### config.mk
export PLATFORM = sky130hd
export DESIGN_NAME = traffic_phase_sequencer
export DESIGN_NICKNAME = d
export VERILOG_FILES = /design/src/rtl/traffic_pkg.sv /design/src/rtl/ped_request_latch.sv /design/src/rtl/traffic_phase_sequencer.sv
export SDC_FILE = /design/constraint.sdc
export NUM_CORES = 1
export LEC_CHECK = 0
export CORE_MARGIN = 2
export CORE_UTILIZATION = 49
export DETAILED_ROUTE_END_ITERATION = 6
export PLACE_DENSITY = 0.87
export SLEW_MARGIN = 40
export SYNTH_ARGS = -nofsm -noshare
export SYNTH_HDL_FRONTEND = slang
export SYNTH_HIERARCHICAL = 1
export SYNTH_SLANG_ARGS = --single-unit
### constraint.sdc
create_clock -name CLK -period 3.5 [get_ports CLK]
set_clock_uncertainty 0.05 [all_clocks]
set_input_delay 0.875 -clock CLK [delete_from_list [all_inputs] [get_ports CLK]]
set_output_delay 0.875 -clock CLK [all_outputs]
set_load 0.02 [all_outputs]
### src/rtl/traffic_pkg.sv
// Shared types for the intersection controller: phase codes, timer sub-states,
// lamp encodings and the timer duration width.
package traffic_pkg;

  localparam int DUR_W = 16;

  typedef logic [DUR_W-1:0] dur_t;

  typedef enum logic [3:0] {
    PH_START     = 4'd0,
    PH_NS_GREEN  = 4'd1,
    PH_NS_YELLOW = 4'd2,
    PH_NS_CLEAR  = 4'd3,
    PH_EW_GREEN  = 4'd4,
    PH_EW_YELLOW = 4'd5,
    PH_EW_CLEAR  = 4'd6,
    PH_WALK      = 4'd7,
    PH_FLASH     = 4'd8
  } phase_e;

  typedef enum logic [1:0] {
    SUB_LOAD = 2'd0,
    SUB_ARM  = 2'd1,
    SUB_RUN  = 2'd2
  } sub_e;

  localparam logic [2:0] LIGHT_RED = 3'b100;
  localparam logic [2:0] LIGHT_YEL = 3'b010;
  localparam logic [2:0] LIGHT_GRN = 3'b001;
  localparam logic [2:0] LIGHT_OFF = 3'b000;

  // Fixed ring order; WALK and FLASH are entered by side conditions only.
  function automatic phase_e next_phase(input phase_e p);
    phase_e n;
    n = PH_START;
    case (p)
      PH_START:     n = PH_NS_GREEN;
      PH_NS_GREEN:  n = PH_NS_YELLOW;
      PH_NS_YELLOW: n = PH_NS_CLEAR;
      PH_NS_CLEAR:  n = PH_EW_GREEN;
      PH_EW_GREEN:  n = PH_EW_YELLOW;
      PH_EW_YELLOW: n = PH_EW_CLEAR;
      PH_EW_CLEAR:  n = PH_NS_GREEN;
      default:      n = PH_START;
    endcase
    return n;
  endfunction

endpackage

### src/rtl/ped_request_latch.sv
// Pedestrian request latch: set by the button, cleared when the walk phase
// is loaded or while flashing. Clear dominates set.
module ped_request_latch (
  input  logic clk_i,
  input  logic rst_ni,
  input  logic set_i,
  input  logic clr_i,
  output logic req_o
);

  logic req_q;

  always_ff @(posedge clk_i or negedge rst_ni) begin
    if (!rst_ni) begin
      req_q <= 1'b0;
    end else if (clr_i) begin
      req_q <= 1'b0;
    end else if (set_i) begin
      req_q <= 1'b1;
    end
  end

  assign req_o = req_q;

endmodule

### src/rtl/traffic_phase_sequencer.sv
// Phase sequencer driving time_fsm and the lamps. Optional pedestrian walk
// phase is built when PED_REQUEST_EN is defined.
module traffic_phase_sequencer
  import traffic_pkg::*;
#(
  parameter logic [DUR_W-1:0] T_GREEN_NS = 16'd30,
  parameter logic [DUR_W-1:0] T_GREEN_EW = 16'd25,
  parameter logic [DUR_W-1:0] T_YELLOW   = 16'd3,
  parameter logic [DUR_W-1:0] T_CLEAR    = 16'd2,
  parameter logic [DUR_W-1:0] T_WALK     = 16'd10
) (
  input  logic             CLK,
  input  logic             reset,
  input  logic             flash,
  input  logic             ped_req,
  input  logic             tmr_finished,
  output logic             tmr_enable,
  output logic             tmr_reset,
  output logic [DUR_W-1:0] tmr_seconds,
  output logic [2:0]       ns_light,
  output logic [2:0]       ew_light,
  output logic             ped_walk,
  output logic [3:0]       phase
);

  phase_e phase_q, phase_d;
  sub_e   sub_q, sub_d;
  phase_e ret_q, ret_d;
  logic   started_q;
  logic   flash_on_q, flash_on_d;
  logic   walk_pending;

  logic             tmr_enable_q;
  logic             tmr_reset_q;
  dur_t             tmr_seconds_q;
  logic [2:0]       ns_q, ns_d;
  logic [2:0]       ew_q, ew_d;

  function automatic dur_t dur_of(input phase_e p);
    dur_t d;
    d = T_CLEAR;
    case (p)
      PH_NS_GREEN:               d = T_GREEN_NS;
      PH_EW_GREEN:               d = T_GREEN_EW;
      PH_NS_YELLOW, PH_EW_YELLOW: d = T_YELLOW;
      PH_WALK:                   d = T_WALK;
      PH_FLASH:                  d = 16'd1;
      default:                   d = T_CLEAR;
    endcase
    return d;
  endfunction

  // Phase/sub-state next-state logic. Flash level changes beat timer expiry.
  always_comb begin
    phase_d    = phase_q;
    sub_d      = sub_q;
    ret_d      = ret_q;
    flash_on_d = flash_on_q;
    if (!started_q) begin
      phase_d = PH_START;
      sub_d   = SUB_LOAD;
    end else if (flash && (phase_q != PH_FLASH)) begin
      phase_d    = PH_FLASH;
      sub_d      = SUB_LOAD;
      flash_on_d = 1'b1;
    end else if (!flash && (phase_q == PH_FLASH)) begin
      phase_d = PH_START;
      sub_d   = SUB_LOAD;
    end else begin
      case (sub_q)
        SUB_LOAD: sub_d = SUB_ARM;
        // The timer reports finished during its own reset cycle; skip it.
        SUB_ARM:  sub_d = SUB_RUN;
        default: begin
          if (tmr_finished) begin
            sub_d = SUB_LOAD;
            case (phase_q)
              PH_FLASH: flash_on_d = !flash_on_q;
              PH_NS_CLEAR, PH_EW_CLEAR: begin
                if (walk_pending) begin
                  phase_d = PH_WALK;
                  ret_d   = next_phase(phase_q);
                end else begin
                  phase_d = next_phase(phase_q);
                end
              end
              PH_WALK:  phase_d = ret_q;
              default:  phase_d = next_phase(phase_q);
            endcase
          end
        end
      endcase
    end
  end

  always_comb begin
    ns_d = LIGHT_RED;
    ew_d = LIGHT_RED;
    case (phase_d)
      PH_NS_GREEN:  ns_d = LIGHT_GRN;
      PH_NS_YELLOW: ns_d = LIGHT_YEL;
      PH_EW_GREEN:  ew_d = LIGHT_GRN;
      PH_EW_YELLOW: ew_d = LIGHT_YEL;
      PH_FLASH: begin
        ns_d = flash_on_d ? LIGHT_YEL : LIGHT_OFF;
        ew_d = flash_on_d ? LIGHT_YEL : LIGHT_OFF;
      end
      default: ;
    endcase
  end

  // Outputs are registered from the state being entered so they stay aligned
  // with phase_q; the reset state shows all-red with the timer idle.
  always_ff @(posedge CLK or negedge reset) begin
    if (!reset) begin
      started_q     <= 1'b0;
      phase_q       <= PH_START;
      sub_q         <= SUB_LOAD;
      ret_q         <= PH_NS_GREEN;
      flash_on_q    <= 1'b1;
      tmr_enable_q  <= 1'b0;
      tmr_reset_q   <= 1'b0;
      tmr_seconds_q <= '0;
      ns_q          <= LIGHT_RED;
      ew_q          <= LIGHT_RED;
    end else begin
      started_q     <= 1'b1;
      phase_q       <= phase_d;
      sub_q         <= sub_d;
      ret_q         <= ret_d;
      flash_on_q    <= flash_on_d;
      tmr_enable_q  <= 1'b1;
      tmr_reset_q   <= (sub_d == SUB_LOAD);
      tmr_seconds_q <= dur_of(phase_d);
      ns_q          <= ns_d;
      ew_q          <= ew_d;
    end
  end

`ifdef PED_REQUEST_EN
  logic ped_clr;
  logic walk_q;

  assign ped_clr = ((phase_q == PH_WALK) && (sub_q == SUB_LOAD)) || (phase_q == PH_FLASH);

  ped_request_latch u_ped_latch (
    .clk_i  (CLK),
    .rst_ni (reset),
    .set_i  (ped_req),
    .clr_i  (ped_clr),
    .req_o  (walk_pending)
  );

  always_ff @(posedge CLK or negedge reset) begin
    if (!reset) begin
      walk_q <= 1'b0;
    end else begin
      walk_q <= (phase_d == PH_WALK);
    end
  end

  assign ped_walk = walk_q;
`else
  logic unused_ped_req;
  assign unused_ped_req = ped_req;
  assign walk_pending   = 1'b0;
  assign ped_walk       = 1'b0;
`endif

  assign tmr_enable  = tmr_enable_q;
  assign tmr_reset   = tmr_reset_q;
  assign tmr_seconds = tmr_seconds_q;
  assign ns_light    = ns_q;
  assign ew_light    = ew_q;
  assign phase       = phase_q;

endmodule

==> impl_metrics.csv <==
group,metric,value,unit
power,leakagePower,0.000551,µW
die,io_pins,34,
clock_network,ctsHoldBuffers,0,
detailed_routing,ant_nets,0,
timing,slew_viol_final,0,
placement,dp_cells,155,
global_route,antenna_found_initial,0,
global_route,grt_max_degree,21,
worst_setup_path,cpPeakStageDelay,0.70,ns
clock_network,ctsResizeCount,0,
synth,syn_area,1120,µm²
worst_setup_path,arrival,1.67,ns
global_route,grt_first_pass_wirelength,3.28,mm
synth,ys_seq_elements,20,
placement,dp_hpwl,1.48,mm
clock_network,clk_pin_slew,0.11,ns
finish,drive_above_1_share,0.115,
worst_setup_path,crit_path_end_kind,"output pin",
worst_setup_path,cp_top_family,"buffers and inverters",
timing,timing_hold_violations_final,0,
timing,setup_tns,0,ns
global_route,gr-total-overflow,0,
detailed_routing,vias_per_cell,5.23,
synth,ys.flop_type,"dfrtp_1",
finish,instances_no_fill,159,
synth,yosysSeqAreaShare,0.452,
synth,yosys-top-cells-count,"dfrtp_1 (17), nor2_1 (14), buf_4 (12)",
worst_setup_path,crit_cells,1,
power,powerDensity,379,nW/µm²
worst_setup_path,r2r_start,"phase[3]$_DFF_PN0_",
die,start_util,0.509,
worst_setup_path,cp_max_fo,16,
clock_network,cts_root_buf,"clkbuf_4",
synth,avgSynthCellArea,9.54,µm²
clock_network,htree_num_levels,1,
synth,synth-edff-count,0,
die,die-width,51.7,µm
clock_network,numCtsBuffers,3,
die,row_count,17,
timing,rsz0062_at_grt,"no",
finish,nets,137,
timing,finalSetupViolCount,0,
detailed_routing,first_pass_iters,5,
timing,period_needed,2.59,ns
clock_network,cts_tree,"yes",
worst_setup_path,crit_chain,"clkdlybuf4s50_1",
worst_setup_path,cp.required,2.57,ns
clock_network,clk_path_buf_depth,2,
power,ir_drop,0.000265,V
worst_setup_path,r2r_cells,5,
detailed_routing,vias,832,
finish,antenna_cells,0,
synth,async_reset_ff_frac,1.00,
timing,max_freq,386,MHz
timing,period_share,0.740,
hold_path,worstHoldPathType,"in2async",
detailed_routing,drt-total-wl,1.95,mm
worst_setup_path,crit_slowest_cell,"clkdlybuf4s50_1",
die,die_h,51.7,µm
synth,yosys_warnings,6,
worst_setup_path,path_class,"reg2out",
synth,synth_cell_types,37,
finish,areaGrowthSynthToFinish,17.6,%
synth,synth_top_area_cell,"dfrtp_1",
worst_setup_path,path_buf_inv,1,
detailed_routing,dr.first_iter.drc_count,19,
clock_network,cts_sinks,20,
timing,relSlewSlack,0.606,
flow_run,cap_violations,0,
detailed_routing,routedWlPerCell,12.3,µm
die,core_region_area,2190,µm²
worst_setup_path,crit_path_start,"phase[3]$_DFF_PN0_",
die,die-area,2680,µm²
worst_setup_path,cp-start-kind,"flip-flop",
synth,synth.area.top_cells,"dfrtp_1 (38%), buf_4 (8.1%), dfstp_2 (7.1%), nor2_1 (4.7%), nand2_1 (3.0%)",
placement,place_congestion,0.833,
synth,synth_cells,117,
placement,io_buffers,20,
global_route,grt_pass1_vias,740,
clock_network,insertion_delay,0.29,ns
detailed_routing,drcViolationCount,0,
synth,yosys.cell_count.top_type,"dfrtp_1",
global_route,grt_usage,0.162,
timing,worst_pin_slew,0.589,ns
clock_network,cts_setup_buffers,0,
synth,netlist.area_leader.share,0.381,
outcome,outcome,"completed",
==> metal layers <==
| layer | vias up | track usage | wire [µm] |
|---|---|---|---|
| li1 | 408 | - | - |
| met1 | 389 | 0.220 | 834 |
| met2 | 33 | 0.259 | 988 |
| met3 | 2 | 0.0259 | 105 |
| met4 | 0 | 0.0658 | 19 |
| met5 | - | 0 | 0 |
==> per-stage QoR <==
step	power (µW)	worst slack, ns	cell area, µm²	hold slack, ns	util
CTS	504	0.901	1320	0.487	0.601
detailed placement	323	0.643	1260	0.463	0.577
global route	523	0.818	1310	0.463	0.599
floorplan	307	1.38	1160	0.436	-
finish	498	0.910	1310	0.449	0.599
global placement	321	0.693	1260	0.454	0.577
==> final cells by class <==
cell class	instances	area, µm²
clock inverter	1	30.0
timing repair buffer	20	195
tap	28	35.0
clock buffer	3	22.5
multi-input combinational	87	526
sequential	20	504
fill	181	878
==> path summary, 6_finish.rpt <==
path | endpoint | slack (ns)
max | phase[3] | 0.91
min | ns_light[0]$_DFF_PN0_ | 0.45
max reg2reg | tmr_seconds[1]$_DFF_PN0_ | 1.34
min reg2reg | sub_q[1]$_DFF_PN0_ | 0.48
max in group asynchronous | ns_light[2]$_DFF_PN1_ | 2.63
min in group CLK | sub_q[1]$_DFF_PN0_ | 0.48
==> cells in the final DEF (no fill, tap or decap), types with 2 or more instances in the layout <==
cell | Yosys | layout
nand3_1 | 3 | 3
o21ai_0 | 3 | 3
and3_2 | 2 | 2
nand2_1 | 9 | 9
dfrtp_1 | 17 | 17
nand2b_1 | 2 | 2
nor2_1 | 14 | 14
conb_1 | 2 | 13
clkdlybuf4s50_1 | 0 | 19
xnor2_1 | 2 | 2
nor2b_1 | 5 | 5
dfstp_2 | 3 | 3
a21oi_1 | 6 | 6
a22o_1 | 2 | 2
clkbuf_4 | 0 | 3
o211ai_1 | 2 | 2
a31oi_1 | 5 | 5
==> kinds of logic (layout without fill, tap and decap cells) <==
| family | after synthesis | count (layout) | share of synthesized area |
|---|---|---|---|
| mux | 2 | 2 | 0.0191 |
| buf+inv | 21 | 24 | 0.114 |
| other cells | 2 | 13 | 0.00673 |
| simple gates | 44 | 44 | 0.220 |
| compound gates | 25 | 25 | 0.165 |
| flops | 20 | 20 | 0.452 |
| xor+xnor | 3 | 3 | 0.0235 |
==> flip-flops by register name, summed over array words and instances (netlist names) <==
name and count:
tmr_enable 1, ns_light 3, flash_on_q 1, ew_light 3, tmr_seconds 5, sub_q 2, tmr_reset 1, phase 4
==> power by group <==
group          internal [µW]  leakage [µW]  switching [µW]
registers                241      0.000253            8.85
clock network            116     0.0000279            64.7
logic                   24.9      0.000270            42.9
Power figures use the tool's default switching activity.
